<file path="config.mk">
export PLATFORM = sky130hd
export DESIGN_NAME = cpu_sequencer
export DESIGN_NICKNAME = d
export VERILOG_FILES = /design/src/rtl/cpu_sequencer.sv
export SDC_FILE = /design/constraint.sdc
export NUM_CORES = 1
export LEC_CHECK = 0
export ABC_CLOCK_PERIOD_IN_PS = 3300
export CORE_MARGIN = 4
export CORE_UTILIZATION = 40
export DETAILED_ROUTE_END_ITERATION = 8
export PLACE_DENSITY = 0.67
export SLEW_MARGIN = 20
export SYNTH_ARGS = -nofsm -noshare
export SYNTH_HDL_FRONTEND = slang
export SYNTH_SLANG_ARGS = --single-unit
</file>
<file path="constraint.sdc">
create_clock -name clk -period 3.3 [get_ports clk]
set_input_delay 0.66 -clock clk [delete_from_list [all_inputs] [get_ports clk]]
set_output_delay 0.66 -clock clk [all_outputs]
set_load 0.03 [all_outputs]
</file>
<file path="src/rtl/cpu_sequencer.sv">
// Control sequencer: one-hot cycle state, IR, imem handshake,
// call-stack depth guard, halt/step/fault control.
//
// Ports:
//   clk, reset        - rising-edge clock, sync active-high reset
//   run               - level, leaves IDLE
//   imem_ack          - imem returns imem_data this cycle
//   imem_data         - instruction opcode
//   resume            - pulse, leaves HALT
//   step_mode, step   - pause after each instr / advance one
//   state             - one-hot {exec2, exec1, fetch}
//   ir                - instruction register
//   imem_req          - fetch request
//   halted            - core in HALT
//   fault, fault_code - sticky fault (01 ovf, 10 unf, 11 timeout)
//   stack_depth       - call-stack occupancy
//   instr_count       - retired instructions, wraps at 16 bits
module cpu_sequencer #(
  parameter int           STACK_DEPTH = 4,
  parameter int           DW          = 3,
  parameter logic [4:0]   CALL_OP     = 5'b00100,
  parameter logic [4:0]   RET_OP      = 5'b00101,
  parameter logic [4:0]   HALT_OP     = 5'b11111,
  parameter int           ACK_TIMEOUT = 15
) (
  input  logic          clk,
  input  logic          reset,
  input  logic          run,
  input  logic          imem_ack,
  input  logic [4:0]    imem_data,
  input  logic          resume,
  input  logic          step_mode,
  input  logic          step,
  output logic [2:0]    state,
  output logic [4:0]    ir,
  output logic          imem_req,
  output logic          halted,
  output logic          fault,
  output logic [1:0]    fault_code,
  output logic [DW-1:0] stack_depth,
  output logic [15:0]   instr_count
);

  localparam int TW = $clog2(ACK_TIMEOUT + 1);
  localparam logic [TW-1:0] T_LAST = TW'(ACK_TIMEOUT - 1);
  localparam logic [DW-1:0] D_FULL = DW'(STACK_DEPTH);

  typedef enum logic [2:0] {
    S_IDLE, S_FREQ, S_FETCH, S_EXEC1,
    S_EXEC2, S_PAUSE, S_HALT, S_FAULT
  } fsm_t;

  fsm_t          fsm;
  fsm_t          nxt;
  logic [TW-1:0] tcnt;
  logic          ovf;
  logic          unf;

  assign ovf = (ir == CALL_OP) && (stack_depth == D_FULL);
  assign unf = (ir == RET_OP) && (stack_depth == '0);

  always_comb begin
    nxt = fsm;
    unique case (fsm)
      S_IDLE:  if (run) nxt = S_FREQ;
      S_FREQ: begin
        // an ack on the last allowed cycle beats the timeout
        if (imem_ack)            nxt = S_FETCH;
        else if (tcnt == T_LAST) nxt = S_FAULT;
      end
      S_FETCH: nxt = (ovf || unf) ? S_FAULT : S_EXEC1;
      S_EXEC1: nxt = (ir == HALT_OP) ? S_HALT : S_EXEC2;
      S_EXEC2: nxt = step_mode ? S_PAUSE : S_FREQ;
      S_PAUSE: if (step || !step_mode) nxt = S_FREQ;
      S_HALT:  if (resume) nxt = S_FREQ;
      S_FAULT: nxt = S_FAULT;
      default: nxt = S_IDLE;
    endcase
  end

  always_ff @(posedge clk) begin
    if (reset) begin
      fsm         <= S_IDLE;
      state       <= '0;
      ir          <= '0;
      imem_req    <= 1'b0;
      halted      <= 1'b0;
      fault       <= 1'b0;
      fault_code  <= 2'b00;
      stack_depth <= '0;
      instr_count <= '0;
      tcnt        <= '0;
    end else begin
      fsm      <= nxt;
      // outputs track the registered FSM state
      state    <= {nxt == S_EXEC2, nxt == S_EXEC1, nxt == S_FETCH};
      imem_req <= (nxt == S_FREQ);
      halted   <= (nxt == S_HALT);
      unique case (fsm)
        S_FREQ: begin
          if (imem_ack) begin
            ir   <= imem_data;
            tcnt <= '0;
          end else begin
            tcnt <= tcnt + 1'b1;
            if (nxt == S_FAULT) begin
              fault      <= 1'b1;
              fault_code <= 2'b11;
            end
          end
        end
        S_FETCH: begin
          if (ovf) begin
            fault      <= 1'b1;
            fault_code <= 2'b01;
          end else if (unf) begin
            fault      <= 1'b1;
            fault_code <= 2'b10;
          end
        end
        S_EXEC1: begin
          if (ir == HALT_OP)
            instr_count <= instr_count + 16'd1;
          else if (ir == CALL_OP)
            stack_depth <= stack_depth + 1'b1;
          else if (ir == RET_OP)
            stack_depth <= stack_depth - 1'b1;
        end
        S_EXEC2: instr_count <= instr_count + 16'd1;
        default: ;
      endcase
    end
  end

endmodule

</file>
==> flow_summary.ini, run 1 <==
[status]
outcome = finished clean

[yosys]
synthMuxAreaShare_pct = 3.198
yosys_warnings = 0
netlist_area_um2 = 1878
ys_top_cells_by_area = dfxtp_1, nor2_1, xor2_1
yosysSeqAreaShare_pct = 41.57
synth_edf_count = 0
synth_top_family_by_area = simple AND/OR/NAND/NOR gates
ys_ff_latch = 39
synth-compound-area-share_pct = 14.19
yosysTopAreaCell = dfxtp_1
synth_cells = 209
synth-simple-area-share_pct = 25.38
yosys.area_share.adder_pct = 3.065
syn_nets = 225
yosysUniqueCellTypes = 47
syn_area_per_cell_um2 = 8.986
synth_top_cell_area_share_pct = 41.57
synth_xor_area_share_pct = 7.928
synth_ff_type = dfxtp_1
async_reset_ff_share_pct = 0

[worst_setup_path]
crit_chain = clkdlybuf4s50_1
cp_max_fo = 9
crit_path_end_kind = output pin
cp_num_buf_inv = 1
slowest_delay_ns = 0.74
critPathKind = register to output pin
crit_family = buffers and inverters
worst_ep_required_time_ns = 2.64
worst_setup_path_start_kind = register
critPathSlowestCell = clkdlybuf4s50_1
critPathArrivalTime_ns = 1.54

[worst_hold_path]
worstHoldPathType = register to register

[cells_and_area]
nets = 263
final_cell_mix = clkdlybuf4s50_1, dfxtp_1, nor2_1
fillCellCount = 448
layout-drive-gt1-share_pct = 4.878
antenna_cells = 0
layout_commonest_cell = clkdlybuf4s50_1
multi_input_area_um2 = 1010
regArea_um2 = 780.7
syn_to_final_growth_pct = 26.78
stdcell_area_um2 = 2381
postLayoutCoreUtil_pct = 53.58

[detailed_routing]
drcViolationCount = 0
first_pass_iters = 4
wl_met3_um = 106
vias = 1575
top_layer = met4
ant_nets = 0
routed_wl_um = 4026
routed-wl-met2_um = 1798
drt-initial-drc-count = 61
wl_met1_um = 2048
vias_per_cell = 5.285
drt-wirelength-per-cell_um = 13.51

[power_and_ir_drop]
p_comb_share_pct = 12.1
switching_share_pct = 24.99
powerDensity_nw_per_um2 = 376.8
switching_power_uw = 224.2
fin_total_pwr_uw = 897.1
power.internal_uw = 673.0
power.leakage_uw = 0.0008820
seqPwrFrac_pct = 55.5
irDropWorstVdd_mv = 0.2440
clkPwrFrac_pct = 32.4

[die]
pin_count = 44
rows = 24
fp.dieW_um = 76.52
core_um2 = 4444
start_util_pct = 42.26
die_area_um2 = 5855
fp.dieH_um = 76.52

[sta]
clock_skew_ns = 0.004552
drv_slew = 0
period_needed_ns = 2.197
setup_viol = 0
finalHoldViolCount = 0
rsz0062_at_grt = no
final.setup.tns_ns = 0
whs_ns = 0.4796
worst_pin_slew_ns = 0.5624
clock.fmax_ghz = 0.4552
slew-limit-headroom_pct = 62.47
min_period_over_period_pct = 66.57

[global_routing]
grt_util_all_layers_pct = 14.14
first_global_vias = 1472
grt_max_degree = 39
grt_overflow = 0
grt_pass1_wl_um = 6844
grt_antenna_before_repair = 0

[place]
dpl_cell_area_um2 = 2308
gp_congestion = 0.8280
dp_hpwl_um = 2774
numPortBuffers = 43

[clock_tree]
ctsHoldBuffers = 0
tritoncts = yes
cts_buffers = 5
clk_latency_ns = 0.28
htree_num_levels = 2
cts_sinks = 39
cts_resized = 0
postCtsSetupRepairBufs = 0
clockBufferDepth = 2
cts_root_buf = clkbuf_8
path_clk_slew_ns = 0.07

[flow_run]
maxCapViolCount = 0
==> worst min-delay path, cell delays in order (launching register included) <==
cell,delay (ns)
dfxtp_1,0.33
nor2_1,0.05
nor2_1,0.07
==> power groups by stage <==
stage | sequential [uW] | combinational (uW) | clock (uW)
final | 498 | 109 | 291
after global routing | 500 | 119 | 320
after CTS | 497 | 109 | 301
after detailed placement | 508 | 108 | 0
after global placement | 508 | 108 | 0
after floorplan | 515 | 68.8 | 0
==> registers in the layout, summed over array words and instances, names as in the netlist <==
name         count
instr_count     16
ir               5
tcnt             4
fsm              3
stack_depth      3
state            3
fault_code       2
fault            1
halted           1
imem_req         1
==> logic make-up (layout without fill, tap and decap cells) <==
kind of cell    Yosys count  in the layout
xor+xnor                 17             17
fa+ha+maj                 4              4
flops                    39             39
simple gates             85             85
buf+inv                  17             54
compound gates           41             41
mux                       6              6
==> metrics by stage <==
stage | cells | setup WS, ns
floorplan | 209 | 1.344
global placement | 292 | 1.134
detailed placement | 292 | 1.089
CTS | 298 | 1.085
global route | 298 | 0.9490
finish | 298 | 1.103
==> cell type report <==
class | instances | share of cell area, %
Timing Repair Buffer | 44 | 18.39
Multi-Input combinational cell | 153 | 42.41
Tap cell | 52 | 2.733
Clock buffer | 6 | 3.048
Sequential cell | 39 | 32.79
Inverter | 4 | 0.6306
==> routing by layer <==
metal | vias up | GRT usage [%]
met5 | - | 0
met4 | 0 | 7.246
met3 | 5 | 2.837
met2 | 30 | 21.35
met1 | 729 | 19.00
li1 | 811 | -
==> cells in the mapped netlist (2+ instances only) <==
cell	number
dfxtp_1	39
mux2i_1	6
o2111ai_1	5
or3_1	2
nand4_1	5
nand2_1	3
nor2_1	36
buf_2	4
xor2_1	14
a21oi_1	13
nand3_1	4
nand2b_1	2
buf_6	2
a31oi_1	2
and3_1	2
and4_1	2
o21ai_0	7
nor4_1	2
o211ai_1	6
ha_1	3
nor2b_1	5
clkbuf_1	6
nor3_1	8
xnor2_1	3
o22a_1	2
inv_1	4
and2_1	2
==> final timing paths <==
path	start	end	slack, ns	cells past startpoint
worst max-delay path	ir[0]	ir[0]	1.10	1
worst min-delay path	fault	fault	0.48	2
worst max register to register	fsm[1]	instr_count[4]	1.13	5
worst min register to register	fault	fault	0.48	2
Power figures use the tool's default switching activity.
==> inputs of run 2 (changes only) <==
--- a/config.mk
+++ b/config.mk
@@ -5,11 +5,11 @@
 export SDC_FILE = /design/constraint.sdc
 export NUM_CORES = 1
 export LEC_CHECK = 0
-export ABC_CLOCK_PERIOD_IN_PS = 3300
+export ABC_CLOCK_PERIOD_IN_PS = 2000
 export CORE_MARGIN = 4
 export CORE_UTILIZATION = 40
 export DETAILED_ROUTE_END_ITERATION = 8
-export PLACE_DENSITY = 0.67
+export PLACE_DENSITY = 0.7
 export SLEW_MARGIN = 20
 export SYNTH_ARGS = -nofsm -noshare
 export SYNTH_HDL_FRONTEND = slang
==> constraint.sdc (replaced) <==
create_clock -name clk -period 2 [get_ports clk]
set_input_delay 0.4 -clock clk [delete_from_list [all_inputs] [get_ports clk]]
set_output_delay 0.4 -clock clk [all_outputs]
set_load 0.03 [all_outputs]
==> flow_summary.ini, run 2 (same netlist as run 1, synthesis figures left out) <==
[cells_and_area]
syn_to_final_growth_pct = 31.71
antenna_cells = 0
layout-drive-gt1-share_pct = 9.690
largest_reg_flops = 16
nets = 273
top_regs = instr_count: 16 flops, ir: 5 flops, tcnt: 4 flops
top_register = instr_count
fin_cells = 310
postLayoutCoreUtil_pct = 55.66
layout_commonest_cell = clkdlybuf4s50_1
final_cell_mix = clkdlybuf4s50_1, dfxtp_1, nor2_1

[place]
dp_cells = 302
dp_hpwl_um = 3022
numPortBuffers = 43
gp_congestion = 0.8029
pre_cts_ws_ns = 0.1833

[detailed_routing]
wl_met1_um = 2039
routed-wl-met2_um = 1804
drcViolationCount = 0
first_pass_iters = 4
ant_nets = 0
top_layer = met4
routed_wl_um = 4125
vias = 1617
drt-wirelength-per-cell_um = 13.31
drt-initial-drc-count = 134
vias_per_cell = 5.216
wl_met3_um = 203

[die]
core_um2 = 4444
fp.dieW_um = 76.52
die_area_um2 = 5855
start_util_pct = 42.26
fp.dieH_um = 76.52
pin_count = 44
rows = 24

[sta]
drv_slew = 0
min_period_over_period_pct = 93.07
slew-limit-headroom_pct = 76.89
worst_pin_slew_ns = 0.3462
period_needed_ns = 1.861
setup_viol = 0
setup_slack_ns = 0.1385
clock.fmax_ghz = 0.5372
clock_skew_ns = 0.003680
finalHoldViolCount = 0
final.setup.tns_ns = 0
rsz0062_at_grt = no

[worst_setup_path]
critPathSlowestCell = clkdlybuf4s50_1
crit_family = buffers and inverters
critPathKind = register to output pin
crit_path_end_kind = output pin
cp_max_fo = 6
worst_ep_required_time_ns = 1.60
crit_chain = clkdlybuf4s50_1
critPathArrivalTime_ns = 1.46
worst_setup_path_start_kind = register
slowest_delay_ns = 0.72
cp_num_buf_inv = 1

[worst_hold_path]
worstHoldPathType = register to register

[clock_tree]
tritoncts = yes
path_clk_slew_ns = 0.07
htree_num_levels = 2
clk_latency_ns = 0.29
cts_root_buf = clkbuf_8
ctsHoldBuffers = 0
cts_sinks = 39
cts_buffers = 5
clockBufferDepth = 2

[power_and_ir_drop]
powerDensity_nw_per_um2 = 621.3
power.leakage_uw = 0.0009558
fin_total_pwr_uw = 1537
irDropWorstVdd_mv = 0.2685

[global_routing]
grt_max_degree = 17
grt_util_all_layers_pct = 15.11
grt_antenna_before_repair = 0
grt_pass1_wl_um = 7169
grt_overflow = 0
first_global_vias = 1559

[flow_run]
maxCapViolCount = 0

[status]
outcome = finished clean
## run 2: cell count changes in the layout (fill, tap and decap cells not counted), sizes merged
| cell | delta |
|---|---|
| clkinvlp | +1 |
| clkdlybuf4s50 | -1 |
| clkinv | +1 |
| buf | +10 |
| dlymetal6s2s | +1 |
## run 2: metrics by stage
| step | instance area (um2) | hold WS, ns |
|---|---|---|
| 5_1_grt | 2474 | 0.5385 |
| 3_5_place_dp | 2384 | 0.4626 |
| 3_3_place_gp | 2384 | 0.4616 |
| 2_1_floorplan | 1878 | 0.4580 |
| 6_report | 2474 | 0.4786 |
| 4_1_cts | 2469 | 0.4827 |
## run 2: power by group
group          leakage [uW]  switching [uW]  internal, uW  total (uW)
clock network     0.0000412             278           244         522
logic              0.000599             105          93.7         199
registers          0.000316            21.6           795         816
## run 2: cell type report
| type | instances | area [um2] |
|---|---|---|
| fill | 408 | 1971 |
| tap | 52 | 65.06 |
| timing repair buffer | 54 | 515.5 |
| sequential | 39 | 780.7 |
| clock buffer | 6 | 72.57 |
| multi-input combinational | 153 | 1012 |
| inverter | 4 | 15.01 |
| clock inverter | 2 | 12.51 |
## run 2: timing repair
item | in CTS | in global routing
setup buffers | 0 | 0
gates resized for setup | 0 | 2
setup endpoints to repair | 0 | 2
## run 2: layer usage
metal  up-vias  global-route usage (%)
met5         -                       0
li1        829                       -
met4         0                   7.428
met2        32                   23.29
met1       751                   18.63
met3         5                   5.319
## run 2: worst paths after layout
| kind | startpoint | end | slack (ns) | cells after the start |
|---|---|---|---|---|
| max | stack_depth[2] | stack_depth[2] | 0.14 | 1 |
| max reg2reg | ir[0] | instr_count[4] | 0.17 | 5 |
| min reg2reg | fault | fault | 0.48 | 2 |
| min | fault | fault | 0.48 | 2 |
